===== src/rtl/csa_ctrl_pkg.sv =====
// Shared types and width helpers for the carry-save batch accumulator.
package csa_ctrl_pkg;

   typedef enum logic [1:0] {IDLE, ACCUM, RESOLVE, DONE} state_t;

   // Accumulator width: enough headroom for M operands of n bits.
   function automatic int acc_width(input int n, input int m);
      return n + $clog2(m);
   endfunction

   function automatic int cnt_width(input int m);
      return $clog2(m) + 1;
   endfunction

endpackage


===== src/rtl/carry_save_adder_stage.sv =====
// Bitwise 3:2 compressor; cout is unshifted (bit i carries weight 2^(i+1)).
module carry_save_adder_stage #(
   parameter int N = 8
) (
   input  logic [N-1:0] a,
   input  logic [N-1:0] b,
   input  logic [N-1:0] c,
   output logic [N-1:0] sum,
   output logic [N-1:0] cout
);

   assign sum  = a ^ b ^ c;
   assign cout = (a & b) | (a & c) | (b & c);

endmodule


===== src/rtl/csa_accum_ctrl.sv =====
// Batch accumulator: operands fold into a redundant S/C pair, one carry-propagate
// add resolves the batch, and the result is held until the consumer takes it.
module csa_accum_ctrl
   import csa_ctrl_pkg::*;
#(
   parameter  int N  = 8,
   parameter  int M  = 8,
   localparam int W  = acc_width(N, M),
   localparam int CW = cnt_width(M)
) (
   input  logic          clk,
   input  logic          rst,
   input  logic          in_valid,
   output logic          in_ready,
   input  logic [N-1:0]  in_data,
   input  logic          in_last,
   output logic          out_valid,
   input  logic          out_ready,
   output logic [W-1:0]  out_result,
   output logic [CW-1:0] out_count,
   output logic          out_forced
);

   state_t          state, state_nxt;
   logic [W-1:0]    s_q, c_q, res_q;
   logic [W-1:0]    csa_sum, csa_cout, data_ext;
   logic [CW-1:0]   cnt_q, cnt_inc;
   logic            forced_q;
   logic            accept, at_limit;

   assign data_ext = {{(W-N){1'b0}}, in_data};
   assign cnt_inc  = cnt_q + CW'(1);
   assign at_limit = (cnt_inc == CW'(M));

   carry_save_adder_stage #(.N(W)) u_csa (
      .a    (s_q),
      .b    (c_q),
      .c    (data_ext),
      .sum  (csa_sum),
      .cout (csa_cout)
   );

   always_ff @(posedge clk) begin
      if (rst) state <= IDLE;
      else     state <= state_nxt;
   end

   // Handshake outputs depend on state alone, never on in_valid/out_ready.
   always_comb begin
      state_nxt = state;
      in_ready  = 1'b0;
      out_valid = 1'b0;
      accept    = 1'b0;
      case (state)
         IDLE, ACCUM: begin
            in_ready = 1'b1;
            accept   = in_valid;
            if (in_valid) state_nxt = (in_last || at_limit) ? RESOLVE : ACCUM;
         end
         RESOLVE: state_nxt = DONE;
         DONE: begin
            out_valid = 1'b1;
            if (out_ready) state_nxt = IDLE;
         end
         default: state_nxt = IDLE;
      endcase
   end

   always_ff @(posedge clk) begin
      if (rst) begin
         s_q      <= '0;
         c_q      <= '0;
         res_q    <= '0;
         cnt_q    <= '0;
         forced_q <= 1'b0;
      end else if (accept) begin
         s_q   <= csa_sum;
         c_q   <= csa_cout << 1;  // carry MSB falls off: sum is mod 2^W
         cnt_q <= cnt_inc;
         if (at_limit && !in_last) forced_q <= 1'b1;
      end else if (state == RESOLVE) begin
         res_q <= s_q + c_q;
      end else if (state == DONE && out_ready) begin
         s_q      <= '0;
         c_q      <= '0;
         cnt_q    <= '0;
         forced_q <= 1'b0;
      end
   end

   assign out_result = res_q;
   assign out_count  = cnt_q;
   assign out_forced = forced_q;

endmodule


===== config.mk =====
export PLATFORM = sky130hd
export DESIGN_NAME = csa_accum_ctrl
export DESIGN_NICKNAME = d
export VERILOG_FILES = /design/src/rtl/csa_ctrl_pkg.sv /design/src/rtl/carry_save_adder_stage.sv /design/src/rtl/csa_accum_ctrl.sv
export SDC_FILE = /design/constraint.sdc
export NUM_CORES = 1
export LEC_CHECK = 0
export CAP_MARGIN = 20
export CORE_ASPECT_RATIO = 1.25
export CORE_UTILIZATION = 35
export CTS_BUF_LIST = sky130_fd_sc_hd__clkbuf_16
export DETAILED_ROUTE_END_ITERATION = 6
export PLACE_DENSITY = 0.56
export SLEW_MARGIN = 10
export SYNTH_ARGS = -nofsm -noshare
export SYNTH_HDL_FRONTEND = slang
export SYNTH_HIERARCHICAL = 1
export SYNTH_SLANG_ARGS = --single-unit

===== constraint.sdc =====
create_clock -name clk -period 3 [get_ports clk]
set_clock_uncertainty 0.15 [all_clocks]
set_input_delay 0.6 -clock clk [delete_from_list [all_inputs] [get_ports clk]]
set_output_delay 0.6 -clock clk [all_outputs]
set_load 0.1 [all_outputs]

# Yosys cells after proc, flatten, opt, wreduce, memory -nomap -nowiden
# Index checks and enable logic that the tools add are counted.
# W data, S select, Z words.
[totals] elab_cells=55 memories=0 in_bits=13 latchBits=0 output_inout_bits=18 mem_bits_rw=0 reg_bits=39 romBits=0
[op_classes] order_cmp=0 shift=0 n_reduce_logical=11 bitwise_logic=8 add_sub_neg=2 mul=0 mux=20 eq_ne=8 div=0
[op_table] cell="$mux W11" count=6
[op_table] cell="$and A10 B8 Y10" count=2
[op_table] cell="$or A10 B10 Y10" count=2
[op_table] cell="$mux W4" count=3
[op_table] cell="$add A11 B11 Y11" count=1
[op_table] cell="$xor A11 B11 Y11" count=1
[op_table] cell="$xor A11 B8 Y11" count=1
[op_table] cell="$and A10 B10 Y10" count=1
[op_table] cell="$mux W1" count=7
[op_table] cell="$mux W2" count=3
[op_table] cell="$ne A2 B2 Y1 const B" count=3
[op_table] cell="$pmux W2 S3" count=1
[op_table] cell="$reduce_and A2 Y1" count=3
[op_table] cell="$add A4 B1 Y4 const B" count=1
[op_table] cell="$eq A2 B2 Y1 const B" count=2
[op_table] cell="$eq A4 B4 Y1 const B" count=1
[op_table] cell="$reduce_and A3 Y1" count=1
[op_table] cell="$eq A2 B1 Y1 const B" count=1
[op_table] cell="$logic_and A1 B1 Y1" count=2
[op_table] cell="$logic_not A2 Y1" count=1
[op_table] cell="$ne A2 B1 Y1 const B" count=1
[op_table] cell="$reduce_bool A2 Y1" count=1
[op_table] cell="$reduce_or A2 Y1" count=1
[op_table] cell="$logic_not A1 Y1" count=1
[op_table] cell="2 further kinds" count=2

# Logic depth before layout (Yosys ltp)
[depth] depth_word=6 mapped_depth=8 depth_no_buf=8

# Cells and area by module
# The synthesis kept the hierarchy.
[modules_own_cells] module="csa_accum_ctrl" area_each_um2=1875.5 n_inst=1 seq_area_each_um2=780.7 cells_per_inst=217
[modules_own_cells] module="carry_save_adder_stage" area_each_um2=220.2 n_inst=1 seq_area_each_um2=0.0 cells_per_inst=11

# Least setup slack after synthesis
# No wires, ideal clock.
[synth_timing] kind="reg2reg" from="register cnt_q[0], in the netlist out_count[0]" to="register forced_q, in the netlist out_forced" synth_period_minus_slack_ns=2.118 setup_slack_ns=0.882 setup_time_ns=0.070 n_path_buf=0 t_required_ns=2.780 arrival_ns=1.897 path_stages_with_launch=6 path_cell_list="dfxtp_1 > nand3_1 > xnor2_1 > nand2_1 > or3_1 > a21oi_1"
[synth_via] elab_chain_cells=5
[synth_rtl] element="start, declared" line_no="csa_accum_ctrl.sv:27" rtl="logic [CW-1:0] cnt_q, cnt_inc;"
[synth_rtl] element="start signal, assigned" line_no="csa_accum_ctrl.sv:79" rtl="cnt_q <= cnt_inc;"
[synth_rtl] element="$add A4 B1 Y4" line_no="csa_accum_ctrl.sv:32" rtl="assign cnt_inc = cnt_q + CW'(1);"
[synth_rtl] element="$eq A4 B4 Y1" line_no="csa_accum_ctrl.sv:33" rtl="assign at_limit = (cnt_inc == CW'(M));"
[synth_rtl] element="$logic_and A1 B1 Y1" line_no="csa_accum_ctrl.sv:80" rtl="if (at_limit && !in_last) forced_q <= 1'b1;"
[synth_rtl] element="$ne A2 B1 Y1 (no line)"
[synth_rtl] element="$reduce_and A3 Y1 (no line)"
[synth_rtl] element="end signal, assigned" line_no="csa_accum_ctrl.sv:75" rtl="forced_q <= 1'b0;"
[synth_rtl] element="end signal, assigned" line_no="csa_accum_ctrl.sv:80"
[synth_rtl] element="end signal, assigned" line_no="csa_accum_ctrl.sv:87" rtl="forced_q <= 1'b0;"
[synth_rtl] element="end, declared" line_no="csa_accum_ctrl.sv:28" rtl="logic forced_q;"
# No other way between the ends.
# A chain may end at the register's enable or synchronous reset.

# Worst setup path after layout
[layout_timing] from="register c_q[1]" to="register res_q[7], in the netlist out_result[7]"
[layout_via] elab_chain_cells=1
[layout_rtl] element="start, declared" line_no="csa_accum_ctrl.sv:25" rtl="logic [W-1:0] s_q, c_q, res_q;"
[layout_rtl] element="start signal, assigned" line_no="csa_accum_ctrl.sv:78" rtl="c_q <= csa_cout << 1;"
[layout_rtl] element="$add A11 B11 Y11" line_no="csa_accum_ctrl.sv:82" rtl="res_q <= s_q + c_q;"
[layout_rtl] element="end signal, assigned" line_no="csa_accum_ctrl.sv:82"
[layout_rtl] element="end, declared" line_no="csa_accum_ctrl.sv:25"
# No other way between the ends.

==> summary.md <==
| Metric | Value |
|---|---|
| Storage cell area | 781 um2 |
| Slew @ Worst Pin | around 0.83 ns |
| Static Leakage | 1.06 nW |
| Fin. Hold Viols | 0 |
| Period utilization | 76.7% |
| Post-route minimum period | 2.30 ns |
| Ys flop type | dfxtp_1 |
| Inst Count DP | about 320 |
| First-pass GRT wire length | approximately 7700 um |
| Port bufs | 30 |
| Pin count of the biggest net entering global routing | 26 |
| Crit. End Element | register |
| Post-CTS Repair Setup Buffers | 0 |
| CTS tree | done |
| Endpoints failing setup | 0 |
| Final Max Tran Viols | 0 |
| Total gr overflow | 0 |
| Layout cell share with drive strength beyond 1 | 13.4% |
| H-tree levels | 2 |
| Slew headroom | around 45% |
| CTS buffer count | 5 |
| Initial antenna violation count | 0 |
| Final Power | 1.52 mW |
| CP max FO | 3 |
| Post-route ant nets | 0 |
| CP cell instances | ha_1 > inv_1 > fa_1 > nand2b_1 > a21oi_2 > o21ai_1 > or4_1 > nand3_1 |
| Post-synthesis cell count | 228 |
| Clock-pin slew on the worst setup and hold paths | 0.06 ns |
| Initial Util | approximately 36% |
| Tot GR Track Use | approximately 16% |
| Clock Sinks | 39 |
| Unique masters post-synth | 43 |
| Core area | 0.00578 mm2 |
| Syn Area/Cell | just over 9 um2 |
| Ports | 31 |
| Max rail drop VDD | 288 uV |
| Min-delay worst type | register to register |
| Starting DRT DRC Count | 103 |
| Layout Nets | about 300 |
| Register area share after synthesis | 37.3% |
| Synth Warn # | 6 |
| Unrepaired setup endpoints after global routing | no |
| Yosys reg bits | 39 |
| Commonest non-fill, non-tap cells in the layout | dfxtp_1 (39), nor2_1 (34), a22oi_1 (22), nand2_1 (22), buf_4 (22) |
| Worst EP required | approximately 3 ns |
| Clock tree buffer depth | 2 |
| TNS Setup | 0 ns |
| Die ar. | 0.00630 mm2 |
| Resized Gates After CTS | 0 |
| Synth-to-Final Area Change | 24.5% |
| Crit start category | register |
| WHS | about 0.3 ns |
| # rows | 31 |
| GP Congestion | approximately 0.75 |
| Most common library cell in the layout ignoring fill and taps | dfxtp_1 |
| Non-filler instance count after layout | 327 |
| Die height | 88.5 um |
| Routed wire length | around 4500 um |
| Critical path's slowest cell | fa_1 |
| Root buffer cell | clkbuf_16 |
| Clock Latency Late Sink | 0.28 ns |
| Area taken by multi-input logic gates | 0.00125 mm2 |
| Number of diodes | 0 |
| Vias in the first global route | 1565 |
| Failing checks | DRC |
| Max Cap Viol | 0 |
| Post-DR vias/cell | 5.39 |
| Worst EP arrival | 2.37 ns |
| Post-synth EDFFs | 0 |
| Cts-stage hold buffer count | 0 |
| P per Cell Area | 583 mW/mm2 |
| Synth async-reset ratio | 0% |
| Fillers | approximately 570 |
| Setup CP Type | register to register |
| Initial DRT Pass Iterations | 6 |
| F_max | 435 MHz |
| HPWL after detailed placement | 3170 um |
| Die W | 71.2 um |
| Post-Syn Area | 0.00210 mm2 |
| DR WL/cell | approximately 14 um |
| Max incr delay on CP | 0.41 ns |
| Status | finished, violations left |
| DR DRC count | 1 |
| Final core occ | between 40% and 50% |
| Via count | 1764 |
==> cell type report <==
class | instances | area share [%]
clock buffers | 5 | 4.80
clock inverters | 3 | 2.59
multi-input cells | 175 | 47.9
flip-flops and latches | 39 | 29.9
well taps | 66 | 3.17
repair buffers | 34 | 10.9
inverters | 5 | 0.719
==> cells by family after synthesis <==
group	after synthesis	synth area share [%]
simple gates	84	18.9
compound gates	59	19.8
flops	39	37.3
fa+ha+maj	22	17.4
buf+inv	17	3.70
xor+xnor	3	1.25
mux	3	1.43
other cells	1	0.179
==> synth_stat cells (2+ instances only) <==
master | instances | area share, %
a211oi_1 | 4 | 1.4
xnor2_1 | 2 | 0.84
and3_1 | 2 | 0.60
o21ai_1 | 4 | 0.96
mux2i_1 | 3 | 1.4
or3_1 | 2 | 0.60
ha_1 | 10 | 6.0
a21oi_1 | 10 | 2.4
nand2_1 | 22 | 3.9
buf_4 | 2 | 0.72
nor2b_1 | 2 | 0.60
a22oi_1 | 22 | 7.9
dfxtp_1 | 39 | 37
buf_2 | 5 | 1.2
nor4b_1 | 6 | 2.5
nor4_1 | 2 | 0.60
nand2b_1 | 3 | 0.90
clkbuf_1 | 4 | 0.72
nor2_1 | 34 | 6.1
fa_1 | 12 | 11
nor3_1 | 2 | 0.48
inv_1 | 5 | 0.90
a31oi_1 | 4 | 1.2
o21ai_0 | 3 | 0.72
nand3_1 | 4 | 0.96
or4_1 | 2 | 0.72
a21oi_2 | 2 | 0.84
==> power by group <==
group	internal, mW	switching, mW
Clock	0.476	0.214
Sequential	0.547	0.0294
Combinational	0.0902	0.165
Total	1.11	0.408
==> metal layers <==
layer / track usage, % / wire length [um]
met1: 21.6 / 2040
met2: 25.7 / 2210
met3: 3.19 / 226
met4: 5.45 / 42
met5: 0 / 0
==> path summary, 6_finish.rpt <==
path         cells after the start  slack (ns)                  startpoint                    endpoint
max                              8        0.70         c_q[1]$_SDFFE_PP0P_  out_result[7]$_SDFFE_PP0P_
min                              2        0.30  out_result[3]$_SDFFE_PP0P_  out_result[3]$_SDFFE_PP0P_
max reg2reg                      8        0.70         c_q[1]$_SDFFE_PP0P_  out_result[7]$_SDFFE_PP0P_
min reg2reg                      2        0.30  out_result[3]$_SDFFE_PP0P_  out_result[3]$_SDFFE_PP0P_
==> per-stage QoR <==
step           setup WS, ns  cell area (um2)
2_1_floorplan         0.882             2110
3_5_place_dp          0.543             2420
3_3_place_gp          0.604             2420
4_1_cts               0.685             2610
6_report              0.699             2610
5_1_grt               0.530             2610
==> worst max-delay path: cells and delay by family, from the launching register on <==
kind / cells / cell delay (ns)
simple gates: 3 / 0.68
flops: 1 / 0.38
compound gates: 2 / 0.29
fa+ha+maj: 2 / 0.66
buf+inv: 1 / 0.07
==> state kept, by name, summed over array words and instances, names as in the netlist <==
register / cells
s_q: 11
out_result: 11
c_q: 10
state: 2
out_count: 4
out_forced: 1
Power figures use the tool's default switching activity.
